<file path="src/rtl/led_seq_pkg.sv">
// Shared types and constants for the LED colour sequencer.
package led_seq_pkg;

    typedef enum logic [1:0] {
        ST_MANUAL = 2'd0,
        ST_AUTO   = 2'd1,
        ST_PAUSE  = 2'd2
    } state_t;

    localparam logic DIR_UP   = 1'b0;
    localparam logic DIR_DOWN = 1'b1;

endpackage

</file>
<file path="src/rtl/led_sequencer_if.sv">
// Board-side control inputs and LED-driver outputs of the colour sequencer.
interface led_sequencer_if #(
    parameter int WIDTH = 3
) ();
    logic             button;
    logic             dir;
    logic             mode;
    logic [WIDTH-1:0] color;
    logic             wrap;
    logic [1:0]       state;

    modport master (
        output button, dir, mode,
        input  color, wrap, state
    );

    modport slave (
        input  button, dir, mode,
        output color, wrap, state
    );
endinterface

</file>
<file path="src/rtl/led_seq_prescaler.sv">
// Auto-mode step timer: counts enabled cycles and ticks once every AUTO_DIV of them.
module led_seq_prescaler #(
    parameter int AUTO_DIV = 4
) (
    input  logic clk,
    input  logic rst,
    input  logic clr,
    input  logic en,
    output logic tick
);
    localparam int PW = (AUTO_DIV > 1) ? $clog2(AUTO_DIV) : 1;
    localparam logic [PW-1:0] TC = PW'(AUTO_DIV - 1);

    logic [PW-1:0] cnt;

    // Disabled cycles hold the count so a paused sequence resumes mid-period.
    always_ff @(posedge clk) begin
        if (rst || clr) begin
            cnt <= '0;
        end else if (en) begin
            cnt <= (cnt == TC) ? '0 : cnt + 1'b1;
        end
    end

    assign tick = en && (cnt == TC);
endmodule

</file>
<file path="src/rtl/led_sequencer.sv">
// LED colour sequencer: manual, auto and paused stepping through MIN_CODE..MAX_CODE.
// Build option LED_SEQ_EDGE_EN: manual mode steps once per button press instead of per cycle held.
//
// state     | meaning
// ST_MANUAL | step while button is held (or once per press with LED_SEQ_EDGE_EN)
// ST_AUTO   | step on each prescaler tick; button press pauses
// ST_PAUSE  | colour and prescaler frozen; button press resumes
module led_sequencer
    import led_seq_pkg::*;
#(
    parameter int WIDTH    = 3,
    parameter int MIN_CODE = 1,
    parameter int MAX_CODE = 6,
    parameter int AUTO_DIV = 4
) (
    input logic          clk,
    input logic          rst,
    led_sequencer_if.slave bus
);
    localparam logic [WIDTH-1:0] MIN_C = WIDTH'(MIN_CODE);
    localparam logic [WIDTH-1:0] MAX_C = WIDTH'(MAX_CODE);

    state_t           st;
    logic [WIDTH-1:0] color;
    logic             wrap;
    logic             button_q;
    logic             btn_rise;
    logic             manual_step;
    logic             tick;
    logic             pre_en;
    logic             pre_clr;
    logic [WIDTH-1:0] step_color;
    logic             step_wrap;

    assign btn_rise = bus.button & ~button_q;

`ifdef LED_SEQ_EDGE_EN
    assign manual_step = btn_rise;
`else
    assign manual_step = bus.button;
`endif

    // A press or a mode change in AUTO takes the cycle, so the counter does not advance.
    assign pre_en  = (st == ST_AUTO) && bus.mode && !btn_rise;
    assign pre_clr = (st == ST_MANUAL) || !bus.mode;

    led_seq_prescaler #(
        .AUTO_DIV(AUTO_DIV)
    ) u_prescaler (
        .clk (clk),
        .rst (rst),
        .clr (pre_clr),
        .en  (pre_en),
        .tick(tick)
    );

    always_comb begin
        step_color = color;
        step_wrap  = 1'b0;
        if (bus.dir == DIR_DOWN) begin
            if (color == MIN_C) begin
                step_color = MAX_C;
                step_wrap  = 1'b1;
            end else begin
                step_color = color - 1'b1;
            end
        end else begin
            if (color == MAX_C) begin
                step_color = MIN_C;
                step_wrap  = 1'b1;
            end else begin
                step_color = color + 1'b1;
            end
        end
    end

    always_ff @(posedge clk) begin
        if (rst) begin
            st       <= ST_MANUAL;
            color    <= MIN_C;
            wrap     <= 1'b0;
            button_q <= 1'b0;
        end else begin
            button_q <= bus.button;
            wrap     <= 1'b0;
            case (st)
                ST_MANUAL: begin
                    if (bus.mode) begin
                        st <= ST_AUTO;
                    end else if (manual_step) begin
                        color <= step_color;
                        wrap  <= step_wrap;
                    end
                end
                ST_AUTO: begin
                    if (!bus.mode) begin
                        st <= ST_MANUAL;
                    end else if (btn_rise) begin
                        st <= ST_PAUSE;
                    end else if (tick) begin
                        color <= step_color;
                        wrap  <= step_wrap;
                    end
                end
                ST_PAUSE: begin
                    if (!bus.mode) begin
                        st <= ST_MANUAL;
                    end else if (btn_rise) begin
                        st <= ST_AUTO;
                    end
                end
                default: st <= ST_MANUAL;
            endcase
        end
    end

    assign bus.color = color;
    assign bus.wrap  = wrap;
    assign bus.state = st;
endmodule

</file>
<file path="src/flat_wrapper.sv">
// flat-port wrapper written by rule: the top's interface ports become plain ports
module led_sequencer_flat import led_seq_pkg::*;
#(
    parameter int WIDTH    = 3,
    parameter int MIN_CODE = 1,
    parameter int MAX_CODE = 6,
    parameter int AUTO_DIV = 4
)
  (clk, rst, bus_button, bus_dir, bus_mode, bus_color, bus_wrap, bus_state);
  led_sequencer_if #(.WIDTH(WIDTH)) bus_i ();
  input logic clk;
  input logic rst;
  input wire logic [$bits(bus_i.button)-1:0] bus_button;
  input wire logic [$bits(bus_i.dir)-1:0] bus_dir;
  input wire logic [$bits(bus_i.mode)-1:0] bus_mode;
  output wire logic [$bits(bus_i.color)-1:0] bus_color;
  output wire logic [$bits(bus_i.wrap)-1:0] bus_wrap;
  output wire logic [$bits(bus_i.state)-1:0] bus_state;
  assign bus_i.button = bus_button;
  assign bus_i.dir = bus_dir;
  assign bus_i.mode = bus_mode;
  assign bus_color = bus_i.color;
  assign bus_wrap = bus_i.wrap;
  assign bus_state = bus_i.state;
  led_sequencer #(.WIDTH(WIDTH), .MIN_CODE(MIN_CODE), .MAX_CODE(MAX_CODE), .AUTO_DIV(AUTO_DIV)) u_core (.clk(clk), .rst(rst), .bus(bus_i));
endmodule
</file>
<file path="config.mk">
export PLATFORM = sky130hd
export DESIGN_NAME = led_sequencer_flat
export DESIGN_NICKNAME = d
export VERILOG_FILES = /design/src/rtl/led_seq_pkg.sv /design/src/rtl/led_sequencer_if.sv /design/src/rtl/led_seq_prescaler.sv /design/src/rtl/led_sequencer.sv /design/src/flat_wrapper.sv
export SDC_FILE = /design/constraint.sdc
export NUM_CORES = 1
export LEC_CHECK = 0
export ABC_AREA = 1
export CORE_AREA = 2 2 39 41
export DETAILED_ROUTE_END_ITERATION = 10
export DIE_AREA = 0 0 41 43
export GPL_TIMING_DRIVEN = 1
export PLACE_DENSITY_LB_ADDON = 0.12
export REMOVE_ABC_BUFFERS = 1
export SYNTH_ARGS = -nofsm -noshare
export SYNTH_HDL_FRONTEND = slang
export SYNTH_SLANG_ARGS = --single-unit
</file>
<file path="constraint.sdc">
create_clock -name clk -period 1.8 [get_ports clk]
set_input_delay 0.18 -clock clk [delete_from_list [all_inputs] [get_ports clk]]
set_output_delay 0.18 -clock clk [all_outputs]
set_load 0.02 [all_outputs]
</file>
==> flow_summary.yaml, run 1 <==
global_routing:
  grt_pass1_wl_mm: 1.92
  grt_overflow: 0
  track_usage_pct: 16.1
  grt_max_degree: 8
  antenna_found_initial: 0
  grt_pass1_vias: 520
clock_network:
  postCtsHoldBufs: 0
  cts_root_buffer: "clkbuf_4"
  clkTransAtPathRegs_ns: 0.06
  clock_sinks: 9
  cts_made_buffers: 3
  postCtsSetupRepairBufs: 0
  cts_buffer_depth: 2
  cts_tree: "built"
  cts_resized: 0
  htreeDepth: 1
  insertion_delay_ns: 0.26
floorplan:
  core_area_mm2: 0.00138
  die_h_um: 43
  pin_count: 11
  start_util_pct: 42.2
  die_area_mm2: 0.00176
  fp-row-count: 14
  die_w_um: 41
power:
  p_leak_nw: 0.352
  peakVddDrop_v: 0.000473
  power.density_mw_per_mm2: 682
  net-switching-power_w: 0.000150
  pwr-share-seq_pct: 44.6
  p_clk_share_pct: 30.4
  power_frac_comb_pct: 25.1
  swShare_pct: 30.2
  p_int_w: 0.000348
timing:
  maxSlewHeadroom_pct: 84.7
  tightest_slew_ns: 0.228
  finalSetupTns_ns: 0
  hold_viol_final: 0
  period_share_pct: 84.6
  period_minus_slack_ns: 1.52
  hold_ws_ns: 0.500
  max_freq_mhz: 657
  drv_slew: 0
  finClkSkew_ns: 0.000272
  setup_viol: 0
  rsz0062_at_grt: "false"
finish:
  area_growth_pct: 25.1
  fillers: 147
  diodes: 0
  nNetsFinal: 111
  drive_gt1_share_pct: 15.0
  register_area_um2: 180
  multi_input_area_um2: 348
  utilization_pct: 52.8
place:
  gp_congestion: 0.718
  io_buffers: 10
  dpl.hpwl_um: 907
critical_path:
  required_ns: 1.62
  path_max_fanout: 7
  cp_slowest_cell: "clkdlybuf4s50_1"
  cp_num_buf_inv: 1
  path_cells: "clkdlybuf4s50_1"
  critPathKind: "reg -> out"
  cp-end-kind: "primary output"
  cp.arrival_ns: 1.34
  cp-start-kind: "register"
  crit_path_max_incr_delay_ns: 0.64
  cp_top_family: "buffers and inverters"
route:
  drt_iter0_markers: 8
  wirelength_mm: 1.09
  wl_per_cell_um: 9.35
  vias_per_cell: 4.86
  ant_nets: 0
  via_count: 564
  drc_errors: 0
  dr.pass1.iters: 3
status:
  outcome: "completed"
worst_hold_path:
  hold_class: "in -> reg"
synthesis:
  synth_area_um2: 584
  syn_avg_cell_area_um2: 6.79
  yosys_warnings: 0
  postSynthCellCount: 86
  synth-seq-cells: 9
  synth-seq-area-share_pct: 30.8
  synth_cell_types: 18
job:
  drv_cap: 0
## registers in the layout (all words and copies together) (netlist names)
| register | flops |
|---|---|
| u_core.bus.state | 2 |
| u_core.button_q | 1 |
| u_core.bus.wrap | 1 |
| u_core.bus.color | 3 |
| u_core.u_prescaler.cnt | 2 |
## placed cells by master (no fill, tap or decap), types with 2 or more instances in the layout
cell	netlist	final
nand3_2	2	2
a21oi_1	8	8
clkdlybuf4s50_1	0	10
dfxtp_1	9	9
nor2_1	9	9
inv_1	9	9
o21ai_1	4	4
inv_2	6	6
nand3_1	6	6
nand2_1	20	20
ha_1	5	5
clkbuf_4	0	3
## Yosys cell counts
master	number	area, um^2
a21oi_1	8	40.0
dfxtp_1	9	180
ha_1	5	62.6
inv_1	9	33.8
inv_2	6	22.5
nand2_1	20	75.1
nand2_2	1	6.26
nand2_4	1	11.3
nand3_1	6	30.0
nand3_2	2	20.0
nand4_1	1	6.26
nor2_1	9	33.8
nor2_2	1	6.26
nor2_4	1	11.3
o211a_1	1	10.0
o211ai_1	1	7.51
o21a_1	1	7.51
o21ai_1	4	20.0
## layout make-up
cell class / instances / area share [%]
multi-input cells: 62 / 47.6
flip-flops and latches: 9 / 24.7
repair buffers: 10 / 13.7
inverters: 15 / 7.71
clock buffers: 4 / 3.60
well taps: 16 / 2.74
## cells by family after synthesis
| logic type | count (synthesis) | synth area share, % |
|---|---|---|
| adder cells (fa/ha/maj) | 5 | 10.7 |
| AND/OR/NAND/NOR | 42 | 34.3 |
| flip-flops | 9 | 30.8 |
| AO/OA/AOI/OAI | 15 | 14.6 |
| buffers and inverters | 15 | 9.64 |
## worst paths after layout
| kind | from | cells past startpoint | slack, ns | endpoint |
|---|---|---|---|---|
| worst max-delay path | u_core.bus.color[2] | 1 | 0.28 | bus_color[2] |
| worst min-delay path | bus_button | 3 | 0.50 | u_core.button_q |
| worst max register to register | u_core.bus.color[0] | 9 | 0.46 | u_core.bus.color[2] |
| worst min register to register | u_core.u_prescaler.cnt[1] | 2 | 0.51 | u_core.u_prescaler.cnt[1] |
## routing by layer
layer,GRT usage (%),vias up,routed length (um)
met2,27.2,10,533
li1,-,309,-
met4,8.00,0,16
met5,0,-,0
met1,16.5,243,483
met3,5.24,2,52
## metrics by stage
step           cells  worst slack [ns]  cell area (um^2)  power, W
3_5_place_dp     112             0.348               704  0.000353
5_1_grt          116             0.200               731  0.000540
3_3_place_gp     112             0.327               704  0.000353
2_1_floorplan     86             0.466               584  0.000309
6_report         116             0.278               731  0.000498
4_1_cts          116             0.249               731  0.000509
## power by group through the flow
stage / combinational [W] / clock, W / sequential (W)
after floorplan: 0.0000753 / 0 / 0.000234
after global placement: 0.000126 / 0 / 0.000227
after detailed placement: 0.000126 / 0 / 0.000227
after CTS: 0.000127 / 0.000159 / 0.000223
after global routing: 0.000145 / 0.000170 / 0.000224
final: 0.000125 / 0.000151 / 0.000222
No activity file was read; power rests on OpenSTA's default activity.
==> run 2: changes to the inputs <==
--- a/config.mk
+++ b/config.mk
@@ -6,9 +6,9 @@
 export NUM_CORES = 1
 export LEC_CHECK = 0
 export ABC_AREA = 1
-export CORE_AREA = 2 2 39 41
+export CORE_MARGIN = 2
+export CORE_UTILIZATION = 44
 export DETAILED_ROUTE_END_ITERATION = 10
-export DIE_AREA = 0 0 41 43
 export GPL_TIMING_DRIVEN = 1
 export PLACE_DENSITY_LB_ADDON = 0.12
 export REMOVE_ABC_BUFFERS = 1
==> constraint.sdc (replaced) <==
create_clock -name clk -period 1.2 [get_ports clk]
set_input_delay 0.12 -clock clk [delete_from_list [all_inputs] [get_ports clk]]
set_output_delay 0.12 -clock clk [all_outputs]
set_load 0.02 [all_outputs]
==> flow_summary.yaml, run 2 (same netlist as run 1, synthesis figures left out) <==
finish:
  largest_register_ffs: 3
  diodes: 0
  nNetsFinal: 122
  largest-register: "u_core.bus.color"
  layout.cells.non_filler: 126
  layout_commonest_cell: "nand2_1"
  drive_gt1_share_pct: 38.7
  stdcell_area_um2: 878
  area_growth_pct: 50.3
  final_cell_mix: "nand2_1, buf_4, inv_2, nor2_1"
power:
  p_int_w: 0.000561
  finalPower_w: 0.000821
  peakVddDrop_v: 0.000833
  power_frac_comb_pct: 30.9
  p_leak_nw: 0.420
  net-switching-power_w: 0.000260
  pwr-share-seq_pct: 40.9
  swShare_pct: 31.6
  p_clk_share_pct: 28.2
  power.density_mw_per_mm2: 935
place:
  dpl.hpwl_um: 919
  dp.cells: 121
  io_buffers: 10
  gp_congestion: 0.751
  post_dp_cell_area_um2: 778
route:
  drt_iter0_markers: 12
  drc_errors: 0
  wirelength_mm: 1.30
  vias_per_cell: 4.87
  wl_per_cell_um: 10.3
  ant_nets: 0
  via_count: 613
  dr.pass1.iters: 4
clock_network:
  htreeDepth: 1
  cts_tree: "built"
  clkTransAtPathRegs_ns: 0.07
  clock_sinks: 9
  cts_buffer_depth: 2
  postCtsHoldBufs: 0
  cts_made_buffers: 3
  cts_root_buffer: "clkbuf_4"
  insertion_delay_ns: 0.26
timing:
  period_share_pct: 103
  max_freq_mhz: 812
  finClkSkew_ns: 0.00981
  drv_slew: 0
  tightest_slew_ns: 0.252
  period_minus_slack_ns: 1.23
  hold_ws_ns: 0.495
  finalSetupTns_ns: -0.0505
  maxSlewHeadroom_pct: 83.1
  hold_viol_final: 0
  rsz0062_at_grt: "true"
  setup_viol: 2
  setup_slack_ns: -0.0321
global_routing:
  grtUsageMet2_pct: 25.4
  grt_pass1_wl_mm: 1.99
  use_met1_pct: 27.0
  grt_util_met3_pct: 5.00
  grt_max_degree: 8
  grt_pass1_vias: 500
  gr-max-usage-layer: "met1"
  track_usage_pct: 18.3
  grt_overflow: 0
  antenna_found_initial: 0
job:
  drv_cap: 0
critical_path:
  critPathKind: "reg -> reg"
  cp-startpoint: "u_core.bus.color[1]"
  cp.arrival_ns: 1.38
  cp-start-kind: "register"
  required_ns: 1.34
  cp-end-kind: "register"
  worst-r2r-cell-count: 9
  path_max_fanout: 5
  r2r-start: "u_core.bus.color[1]"
floorplan:
  die_h_um: 40.4
  pin_count: 11
  start_util_pct: 46.1
  fp-row-count: 13
  die_w_um: 40.4
  die_area_mm2: 0.00164
  core_area_mm2: 0.00127
worst_hold_path:
  hold_class: "reg -> reg"
  min_delay_path_depth: 2
  min-delay-start: "u_core.u_prescaler.cnt[1]"
status:
  violations: "negative setup slack"
  outcome: "finished with violations"
==> run 2: changes by cell type in the layout (fill, tap and decap cells not counted), sizes merged <==
cell           previous run  this run
clkdlybuf4s50            10         4
clkdlybuf4s15             0         1
buf                       0        11
dlygate4sd2               0         5
==> run 2: worst paths after layout <==
path	to	slack (ns)
setup reg to reg	u_core.bus.color[1]	-0.03
hold reg to reg	u_core.u_prescaler.cnt[1]	0.49
hold / removal	u_core.u_prescaler.cnt[1]	0.49
setup / recovery	u_core.bus.color[1]	-0.03
==> run 2: repair_timing <==
item,CTS,global route
gates cloned,0,0
pin swaps,2,9
resized for setup,18,13
endpoints found under the hold margin,0,0
endpoints found under the setup margin,10,7
setup buffers,0,1
==> run 2: layout make-up <==
type	instances	area, um^2
Inverter	15	58.8
Sequential cell	9	189
Tap cell	15	18.8
Timing Repair Buffer	21	180
Multi-Input combinational cell	62	405
Fill cell	95	390
Clock buffer	4	26.3
==> run 2: metrics by stage <==
stage                     worst slack [ns]  util, %
after floorplan                     -0.134        -
after global placement              -0.117     61.3
after detailed placement            -0.134     61.3
after CTS                         0.000500     64.7
after global routing                -0.124     69.2
final                              -0.0321     69.2
==> run 2: per-layer routing <==
metal	up-vias	routed length, um
li1	329	-
met1	270	635
met2	12	595
met3	2	58
met4	0	10
met5	-	0
==> run 2: power groups by stage <==
stage / combinational [W] / sequential, W / clock, W
2_1_floorplan: 0.000113 / 0.000351 / 0
3_3_place_gp: 0.000224 / 0.000338 / 0
3_5_place_dp: 0.000226 / 0.000338 / 0
4_1_cts: 0.000225 / 0.000333 / 0.000240
5_1_grt: 0.000288 / 0.000337 / 0.000254
6_report: 0.000254 / 0.000336 / 0.000232
==> run 2: worst max-delay path, cell delays in order, from the launching register on <==
cell and delay, ns:
dfxtp_4 0.39, inv_4 0.05, ha_2 0.31, nand2_1 0.05, nand2_1 0.05, nand2_1 0.04
inv_1 0.05, nand3_1 0.08, nand2_1 0.07, nor2_1 0.04
==> run 3: changes to the inputs <==
--- a/config.mk
+++ b/config.mk
@@ -10,8 +10,9 @@
 export CORE_UTILIZATION = 44
 export DETAILED_ROUTE_END_ITERATION = 10
 export GPL_TIMING_DRIVEN = 1
-export PLACE_DENSITY_LB_ADDON = 0.12
+export PLACE_DENSITY = 0.72
 export REMOVE_ABC_BUFFERS = 1
+export SLEW_MARGIN = 10
 export SYNTH_ARGS = -nofsm -noshare
 export SYNTH_HDL_FRONTEND = slang
 export SYNTH_SLANG_ARGS = --single-unit
==> flow_summary.yaml, run 3 (same netlist as run 1, synthesis figures left out) <==
status:
  outcome: "finished with violations"
  violations: "negative setup slack"
floorplan:
  fp-row-count: 13
  die_area_mm2: 0.00164
  core_area_mm2: 0.00127
  start_util_pct: 46.1
  pin_count: 11
  die_w_um: 40.4
  die_h_um: 40.4
route:
  wl_per_cell_um: 10.2
  ant_nets: 0
  dr.pass1.iters: 3
  vias_per_cell: 4.66
  via_count: 583
  drt_iter0_markers: 6
  wirelength_mm: 1.28
  drc_errors: 0
clock_network:
  postCtsHoldBufs: 0
  cts_buffer_depth: 2
  clkTransAtPathRegs_ns: 0.08
  cts_root_buffer: "clkbuf_4"
  htreeDepth: 1
  cts_made_buffers: 3
  insertion_delay_ns: 0.27
  clock_sinks: 9
  cts_tree: "built"
  postCtsSetupRepairBufs: 0
timing:
  drv_slew: 0
  max_freq_mhz: 833
  tightest_slew_ns: 0.236
  finalSetupTns_ns: -0.000437
  finClkSkew_ns: 0.0146
  period_minus_slack_ns: 1.20
  rsz0062_at_grt: "true"
  hold_viol_final: 0
  setup_slack_ns: -0.000437
  setup_viol: 1
  hold_ws_ns: 0.500
  maxSlewHeadroom_pct: 84.2
  period_share_pct: 100
global_routing:
  grt_max_degree: 8
  grt_pass1_wl_mm: 2.07
  track_usage_pct: 18.9
  grt_pass1_vias: 539
  antenna_found_initial: 0
  grt_overflow: 0
critical_path:
  cp-end-kind: "register"
  cp_top_family: "flip-flops"
  required_ns: 1.34
  path_max_fanout: 5
  cp_num_buf_inv: 2
  cp_common_cell: "nand3_1"
  crit_path_max_incr_delay_ns: 0.37
  r2r-start: "u_core.bus.color[1]"
  cp.arrival_ns: 1.34
  path_cells: "inv_4 -> ha_4 -> nand2_2 -> buf_4 -> o21a_1 -> nand3_1 -> nand3_1"
  critPathKind: "reg -> reg"
  worst_r2r_endpoint: "u_core.bus.color[0]"
  worst-r2r-cell-count: 7
  cp-start-kind: "register"
  r2r_slack_ns: -0.0004
  cp_slowest_cell: "dfxtp_4"
finish:
  drive_gt1_share_pct: 35.5
  final_cell_mix: "nand2_1, buf_4, nor2_1"
  area_growth_pct: 47.8
  stdcell_area_um2: 863
  largest_register_ffs: 3
  diodes: 0
  largest-register: "u_core.bus.color"
  utilization_pct: 68.0
  nNetsFinal: 121
  layout_commonest_cell: "nand2_1"
power:
  power_frac_comb_pct: 29.6
  p_leak_nw: 0.434
  finalPower_w: 0.000820
  p_clk_share_pct: 29.2
  pwr-share-seq_pct: 41.3
  power.density_mw_per_mm2: 950
  p_int_w: 0.000549
  peakVddDrop_v: 0.000726
  swShare_pct: 33.1
  net-switching-power_w: 0.000271
place:
  post_dp_cell_area_um2: 778
  io_buffers: 10
  dpl.hpwl_mm: 1.02
  gp_congestion: 0.836
job:
  drv_cap: 0
worst_hold_path:
  min_delay_path_depth: 2
  hold_end: "u_core.u_prescaler.cnt[1]"
  hold_class: "reg -> reg"
  min-delay-start: "u_core.u_prescaler.cnt[1]"
==> run 3: cell count changes in the layout (fill, tap and decap cells not counted), sizes merged <==
cell | before | now
dlygate4sd2 | 5 | 6
clkdlybuf4s15 | 1 | 0
clkinv | 0 | 1
buf | 11 | 10
clkbuf | 4 | 3
==> run 3: power by group through the flow <==
stage / Combinational [W] / Clock [W] / Sequential, W
after CTS: 0.000219 / 0.000246 / 0.000334
final: 0.000242 / 0.000239 / 0.000338
after global placement: 0.000220 / 0 / 0.000338
after floorplan: 0.000113 / 0 / 0.000351
after global routing: 0.000273 / 0.000261 / 0.000342
after detailed placement: 0.000224 / 0 / 0.000338
==> run 3: worst max path at each step <==
stage / start / to / cells past startpoint
2_1_floorplan: u_core.bus.color[0] / u_core.bus.color[2] / 9
3_3_place_gp: bus_mode / u_core.bus.color[0] / 8
3_5_place_dp: bus_mode / u_core.bus.color[0] / 8
4_1_cts: u_core.bus.color[1] / u_core.bus.color[0] / 7
5_1_grt: u_core.bus.color[0] / u_core.bus.color[1] / 9
6_report: u_core.bus.color[1] / u_core.bus.color[0] / 7
==> run 3: metal layers <==
metal,global-route usage [%],routed length [um],up-vias
met5,0,0,-
met4,2.50,0,0
met3,5.00,29,0
met2,32.5,632,5
met1,23.7,615,254
li1,-,-,324
==> run 3: stage by stage <==
| step | std cells | setup slack, ns |
|---|---|---|
| after global routing | 125 | -0.0862 |
| after floorplan | 86 | -0.134 |
| final | 125 | -0.000437 |
| after detailed placement | 121 | -0.158 |
| after global placement | 121 | -0.143 |
| after CTS | 125 | -0.00237 |
==> run 3: area by class of cell <==
type | count | area (um^2)
Multi-Input combinational cell | 62 | 398
Clock inverter | 1 | 5.00
Inverter | 15 | 61.3
Tap cell | 15 | 18.8
Clock buffer | 3 | 22.5
Timing Repair Buffer | 20 | 168
Fill cell | 108 | 405
Sequential cell | 9 | 190
==> run 3: worst min-delay path, stage by stage, from the launching register on <==
cell and delay (ns):
dfxtp_1 0.32, nor2_1 0.09, nor2_1 0.05
==> run 3: timing repair <==
item / 4_1_cts / 5_1_grt
pin swaps: 2 / 5
setup endpoints to repair: 10 / 6
gates cloned: 0 / 0
hold endpoints to repair: 0 / 0
resized for setup: 16 / 11
